===== config.mk =====
export PLATFORM = sky130hd
export DESIGN_NAME = mycounter_param
export DESIGN_NICKNAME = d
export VERILOG_FILES = /design/src/rtl/mycounter_param_pkg.sv /design/src/rtl/mycounter_param_prescaler.sv /design/src/rtl/mycounter_param.sv
export SDC_FILE = /design/constraint.sdc
export NUM_CORES = 1
export LEC_CHECK = 0
export CAP_MARGIN = 20
export CORE_AREA = 2 2 39 41
export CTS_BUF_LIST = sky130_fd_sc_hd__clkbuf_4 sky130_fd_sc_hd__clkbuf_8
export CTS_CLUSTER_SIZE = 16
export DETAILED_ROUTE_END_ITERATION = 10
export DIE_AREA = 0 0 41 43
export PLACE_DENSITY = 0.61
export SYNTH_ARGS = -nofsm -noshare
export SYNTH_HDL_FRONTEND = slang
export SYNTH_SLANG_ARGS = --single-unit

===== constraint.sdc =====
create_clock -name CLK -period 2.7 [get_ports CLK]
set_clock_uncertainty 0.05 [all_clocks]
set_input_delay 0.27 -clock CLK [delete_from_list [all_inputs] [get_ports CLK]]
set_output_delay 0.27 -clock CLK [all_outputs]
set_load 0.03 [all_outputs]

===== src/rtl/mycounter_param_pkg.sv =====
// Shared constants and types for the parametrised up/down counter.
package mycounter_param_pkg;

  // Direction encoding of the dir input.
  localparam logic MYCNT_DIR_UP   = 1'b1;
  localparam logic MYCNT_DIR_DOWN = 1'b0;

  // The single action the counter performs in a cycle, highest priority first.
  typedef enum logic [1:0] {
    ACT_NONE  = 2'd0,
    ACT_CLEAR = 2'd1,
    ACT_LOAD  = 2'd2,
    ACT_STEP  = 2'd3
  } cnt_act_e;

  // Width of the prescaler counter; a one-bit counter is kept for PRESCALE=1.
  function automatic int presc_width(input int prescale);
    return (prescale > 1) ? $clog2(prescale) : 1;
  endfunction

endpackage


===== src/rtl/mycounter_param_prescaler.sv =====
// Enable prescaler: emits one strobe for every PRESCALE cycles with en high.
module mycounter_prescaler
  import mycounter_param_pkg::*;
#(
  parameter int PRESCALE = 1
) (
  input  logic CLK,
  input  logic RST,
  input  logic en,
  input  logic sclr,
  output logic strobe
);

  localparam int CW = presc_width(PRESCALE);
  localparam logic [CW-1:0] TOP = CW'(PRESCALE - 1);

  logic [CW-1:0] cnt_p0;
  logic          at_top;

  // With PRESCALE=1 TOP is 0 and the counter never leaves 0, so strobe follows en.
  assign at_top = (cnt_p0 == TOP);
  assign strobe = en & at_top & ~sclr;

  // Count enabled cycles; restart on reset, clear/load, or after the strobe.
  always_ff @(posedge CLK) begin
    if (RST || sclr) begin
      cnt_p0 <= '0;
    end else if (en) begin
      if (at_top) cnt_p0 <= '0;
      else        cnt_p0 <= cnt_p0 + CW'(1);
    end
  end

endmodule


===== src/rtl/mycounter_param.sv =====
// Parametrised up/down counter with modulo or saturating limits, load/clear,
// enable prescaler, and wrap/overflow flags for chaining.
module mycounter_param
  import mycounter_param_pkg::*;
#(
  parameter int WIDTH    = 4,
  parameter int MAX      = 2**WIDTH - 1,
  parameter int PRESCALE = 1,
  parameter int SATURATE = 0
) (
  input  logic             CLK,
  input  logic             RST,
  input  logic             en,
  input  logic             dir,
  input  logic             clear,
  input  logic             load,
  input  logic [WIDTH-1:0] load_val,
  output logic [WIDTH-1:0] out,
  output logic             tc,
  output logic             wrap,
  output logic             ovf
);

  localparam logic [WIDTH-1:0] MAX_V = WIDTH'(MAX);

  // Loaded values above the top count are pinned to it.
  function automatic logic [WIDTH-1:0] clamp_load(input logic [WIDTH-1:0] v);
    return (v > MAX_V) ? MAX_V : v;
  endfunction

  // True when a step in direction d from cnt would cross a limit.
  function automatic logic at_limit(input logic [WIDTH-1:0] cnt, input logic d);
    return (d == MYCNT_DIR_UP) ? (cnt == MAX_V) : (cnt == '0);
  endfunction

  // Next count for a step; limits wrap to the opposite end or hold, never rely on overflow.
  function automatic logic [WIDTH-1:0] step_val(input logic [WIDTH-1:0] cnt, input logic d);
    logic [WIDTH-1:0] nv;
    if (d == MYCNT_DIR_UP) begin
      if (cnt == MAX_V) nv = (SATURATE != 0) ? MAX_V : '0;
      else              nv = cnt + WIDTH'(1);
    end else begin
      if (cnt == '0)    nv = (SATURATE != 0) ? '0 : MAX_V;
      else              nv = cnt - WIDTH'(1);
    end
    return nv;
  endfunction

  logic     strobe_p0;
  logic     sclr_p0;
  cnt_act_e act_p0;

  // Clear and load both restart the prescaler so a partial count never leaks.
  assign sclr_p0 = clear | load;

  mycounter_prescaler #(
    .PRESCALE (PRESCALE)
  ) u_presc (
    .CLK    (CLK),
    .RST    (RST),
    .en     (en),
    .sclr   (sclr_p0),
    .strobe (strobe_p0)
  );

  // Resolve the one action of this cycle: clear > load > step.
  always_comb begin
    act_p0 = ACT_NONE;
    if (clear)          act_p0 = ACT_CLEAR;
    else if (load)      act_p0 = ACT_LOAD;
    else if (strobe_p0) act_p0 = ACT_STEP;
  end

  // Count register with wrap pulse and sticky overflow.
  always_ff @(posedge CLK) begin
    if (RST) begin
      out  <= '0;
      wrap <= 1'b0;
      ovf  <= 1'b0;
    end else begin
      case (act_p0)
        ACT_CLEAR: begin
          out  <= '0;
          wrap <= 1'b0;
          ovf  <= 1'b0;
        end
        ACT_LOAD: begin
          out  <= clamp_load(load_val);
          wrap <= 1'b0;
        end
        ACT_STEP: begin
          out  <= step_val(out, dir);
          wrap <= at_limit(out, dir);
          if (at_limit(out, dir)) ovf <= 1'b1;
        end
        default: begin
          wrap <= 1'b0;
        end
      endcase
    end
  end

  // Terminal count follows the current direction without waiting for a clock.
  assign tc = at_limit(out, dir);

endmodule


Yosys cells after proc, flatten, opt, wreduce, memory -nomap -nowiden. Cells that the tools add are included.

Multiplexer cells: 12. Reductions and logical operators: 6. $lt $le $gt $ge: 1. Add/sub/neg operators: 3. Bitwise logic cells: 6. Eq/ne operators: 5.

Operator list (count): 2-to-1 mux 4 bit (4); case mux 4 bit (3 select lines) (1); 2-to-1 mux 2 bit (3); adder 4 x 1 -> 4 bit, second input constant (1); equality test 2 bit, second input constant (2); equality test 4 bit, second input constant (1); greater-than comparator 4 bit, second input constant (1); logical NOT 4 bit (1); subtractor 4 x 1 -> 4 bit, second input constant (1); 2-to-1 mux 1 bit (3); NOT 1 bit (3); nonzero test 3 bit (1); AND 1 bit (2); equality test 2 x 1 -> 1 bit, second input constant (1); inequality test 2 bit, second input constant (1); case mux 1 bit (2 select lines) (1); AND reduction 2 bit (1); nonzero test 2 bit (1); OR reduction 2 bit (1); adder 1 bit, second input constant (1); logical OR 1 bit (1); OR 1 bit (1).

Flip-flop bits (word level): 7. Output and inout port bits: 7.

Longest topological paths before layout.
Depth after elaboration: 9. Mapped depth: 6.

Hierarchy. A second synthesis with hierarchy kept.

Cells, all modules: 56. Area total of the unflattened synthesis: 465.4 µm².

By module, submodules not included: mycounter_param (instances 1, sequential area each 120.1 µm², area an instance 451.7 µm², cells an instance 55); mycounter_prescaler (instances 1, sequential area each 0.0 µm², area an instance 13.8 µm², cells an instance 1).

Worst setup path before layout. Ideal clock, no wire load.

Path kind: flip-flop to flip-flop. Start: register out[0]. End: register ovf. Setup slack: 923 ps. Period minus slack after synthesis: 1777 ps. Data arrival time: 1657 ps. Cell stages (with the launch flop): 7. Cell sequence: dfxtp_1 -> inv_1 -> ha_1 -> or4b_1 -> nand2_1 -> nand3_1 -> a21oi_1.

Word-level cells in the longest chain between the ends: 4. Elaborated cells on any way between the ends: 5. Classes of those cells: eq/ne (2); mux (1); reduce/logical (2).

Ends and longest elaborated chain: start: declaration (line mycounter_param.sv:18) `output logic [WIDTH-1:0] out,`; start signal: assignment (line mycounter_param.sv:88) `out <= clamp_load(load_val);`; start signal: assignment (line mycounter_param.sv:92) `out <= step_val(out, dir);`; equality test 4 bit or logical NOT 4 bit (tied branches); 2-to-1 mux 1 bit *; net tc (line mycounter_param.sv:19) `output logic tc,`; inequality test 2 bit (no source line) *; AND reduction 2 bit (no source line) *; end signal: assignment (line mycounter_param.sv:79) `ovf <= 1'b0;`; end signal: assignment (line mycounter_param.sv:85) `ovf <= 1'b0;`; end signal: assignment (line mycounter_param.sv:94) `if (at_limit(out, dir)) ovf <= 1'b1;`; end: declaration (line mycounter_param.sv:21) `output logic ovf`.

Mark *: on every way through the listed nets, which the timed path passes. The rest lies on a longest branch. A chain may end at the register's enable or synchronous reset.

Worst setup path in the final report.
Start: register out[0]. End: output port tc.

Word-level cells in the longest chain between the ends: 2. Elaborated cells on any way between the ends: 3. Classes of those cells: eq/ne (1); mux (1); reduce/logical (1).

Ends and longest elaborated chain: equality test 4 bit or logical NOT 4 bit (tied branches) (line mycounter_param.sv:33) `return (d == MYCNT_DIR_UP) ? (cnt == MAX_V) : (cnt == '0);`; 2-to-1 mux 1 bit * (line mycounter_param.sv:33); end: declaration (line mycounter_param.sv:19).

Every way passes the cells marked *; elsewhere a longest branch is shown, timed or not.

==> results.py <==
metrics = {
    "status": {
        "outcome": "completed",
    },
    "worst_setup_path": {
        "end_kind": "output pin",
        "cp-start-kind": "flip-flop",
        "slowest_stage": "clkdlybuf4s50_1",
        "path_class": "flip-flop to output pin",
        "critPathArrivalTime_ns": 2.13,
        "worstPathRequired_ns": 2.38,
        "path_cells": "inv_1, ha_1, or4b_1, nand2_1, clkdlybuf4s50_1",
        "crit_path_max_incr_delay_ns": 0.67,
        "crit_fanout": 8,
    },
    "floorplan": {
        "die_h_um": 43,
        "die_x_um": 41,
        "start_util_pct": 29.29,
        "top_level_ports": 17,
        "dieArea_sq_um": 1763,
        "num_rows": 14,
        "core_sq_um": 1384,
    },
    "place": {
        "place_ws_ns": 0.2952,
        "dpl.cell_count": 83,
        "portBuffers": 16,
        "hpwl_um": 781.5,
        "routabilityCongestion": 0.7424,
        "dpl_cell_area_sq_um": 585.6,
    },
    "clock_tree": {
        "cts_tree": "done",
        "cts_buffers": 3,
        "path_clk_slew_ns": 0.05,
        "htree_levels": 1,
        "cts_resized": 0,
        "cts_setup_buffers": 0,
        "clockRootBuffer": "clkbuf_4",
        "cts_sinks": 6,
        "clk_latency_ns": 0.25,
        "cts_buffer_depth": 2,
        "cts_hold_buf": 0,
    },
    "routing": {
        "vias": 451,
        "wl_um": 983,
        "postRouteAntennaNets": 0,
        "dr.pass1.iters": 3,
        "avgViaCountPerCell": 5.244,
        "drc_errors": 0,
        "drt_iter0_drc": 6,
        "wire_per_inst_um": 11.43,
    },
    "logic_synthesis": {
        "synth.cell_area_sq_um": 405.4,
        "avgSynthCellArea_sq_um": 7.949,
        "ys_seq_area_share_pct": 29.63,
        "synthArstFlopShare_pct": 0,
        "ys_types": 26,
        "synth_nets": 63,
        "synth-main-ff-cell": "dfxtp_1",
        "yosysWarningCount": 0,
        "ys_ff_latch": 6,
        "synth_top_area_share_pct": 29.63,
        "synth_edf_count": 0,
        "ys_top_cells_by_count": "nand2_1 (7), dfxtp_1 (6), a21oi_1 (4), nor2_1 (4)",
        "synth.most_common_cell": "nand2_1",
        "yosysTopAreaCell": "dfxtp_1",
        "yosys-top-cells-area": "dfxtp_1 (30%), nand2_1 (6.5%), ha_1 (6.2%), a2111o_1 (5.6%), a21oi_1 (4.9%)",
        "syn_inst": 51,
    },
    "cells_and_area": {
        "fin_util_pct": 43.94,
        "drive_above_1_share_pct": 8.571,
        "stdcell_count": 86,
        "area.sequential_sq_um": 120.1,
        "fillers": 152,
        "multi_input_area_sq_um": 274.0,
        "n_antenna_cell": 0,
        "syn_to_final_growth_pct": 50.00,
        "fin_nets": 84,
        "final_area_sq_um": 608.1,
    },
    "global_routing": {
        "grt_max_degree": 9,
        "first_global_vias": 374,
        "grt_pass1_wl_mm": 1.497,
        "grt_overflow": 0,
        "antenna_found_initial": 0,
        "grtUsageTotal_pct": 12.41,
    },
    "sta": {
        "setup-tns-final_ns": 0,
        "maxSlewViolCount": 0,
        "fmax_ghz": 0.4078,
        "fin_ws_ns": 0.2476,
        "worst_slew_pin_slew_ns": 0.3097,
        "rsz0062_at_grt": "no",
        "hold_viol": 0,
        "period_share_pct": 90.83,
        "setup_viol": 0,
        "period_needed_ns": 2.452,
        "maxSlewHeadroom_pct": 79.29,
        "holdWs_ns": 0.4238,
    },
    "pwr": {
        "power.total_uw": 258.4,
        "power_density_nw_per_um2": 424.9,
        "peakVddDrop_uv": 180.2,
        "leakage_nw": 0.2261,
    },
    "job": {
        "maxCapViolations": 0,
    },
    "min_path": {
        "min_path_type": "flip-flop to flip-flop",
    },
}
## state kept, by name, summed over array words and instances (netlist names)
name / flops
out: 4
wrap: 1
ovf: 1
## routing by layer
| metal | track usage [%] | up-vias | share of wire (%) |
|---|---|---|---|
| met5 | 0 | - | 0 |
| met3 | 3.141 | 2 | 3.5 |
| met1 | 15.92 | 211 | 49 |
| met4 | 6.000 | 0 | 1.9 |
| li1 | - | 229 | - |
| met2 | 18.44 | 9 | 45 |
## area by class of cell
cell class | instances | share of cell area [%]
inverter | 3 | 1.852
timing repair buffer | 16 | 26.34
tap | 16 | 3.292
multi-input combinational | 42 | 45.06
sequential | 6 | 19.75
clock buffer | 3 | 3.704
## cell usage in the layout (no fill, tap or decap), types with 3 or more instances in the layout
master | Yosys | final
clkbuf_4 | 0 | 3
nand2_1 | 7 | 7
a21oi_1 | 4 | 4
dfxtp_1 | 6 | 6
nor2_1 | 4 | 4
o21ai_0 | 3 | 3
inv_1 | 3 | 3
nand3_1 | 3 | 3
clkdlybuf4s50_1 | 0 | 16
## path summary, 6_finish.rpt
check,to,slack [ns],from,depth (start not counted)
setup reg to reg,out[0],1.07,out[0],6
hold / removal,ovf,0.42,ovf,2
hold reg to reg,ovf,0.42,ovf,2
setup / recovery,tc,0.25,out[0],5
## cells by family (layout without fill, tap and decap cells)
kind of cell               count (synthesis)  in the layout  synth area share, %
and+or+nand+nor                           22             22                27.78
muxes                                      2              2                5.247
buffers and inverters                      3             22                2.778
AOI/OAI and AO/OA                         14             14                24.08
DFF                                        6              6                29.63
adders and majority gates                  2              2                6.172
xor gates and xnor gates                   2              2                4.322
## power by group
| part | internal, mW | switching, mW | total, mW |
|---|---|---|---|
| registers | 0.0926 | 0.00619 | 0.0988 |
| clock network | 0.0507 | 0.0379 | 0.0885 |
| logic | 0.0366 | 0.0344 | 0.0710 |
## worst max-delay path, delay by kind of cell, from the launching register on
kind	cells	cell delay, ns
adders and majority gates	1	0.18
buffers and inverters	2	0.75
DFF	1	0.38
and+or+nand+nor	2	0.57
Note: power is estimated with default switching activity, not from simulation.
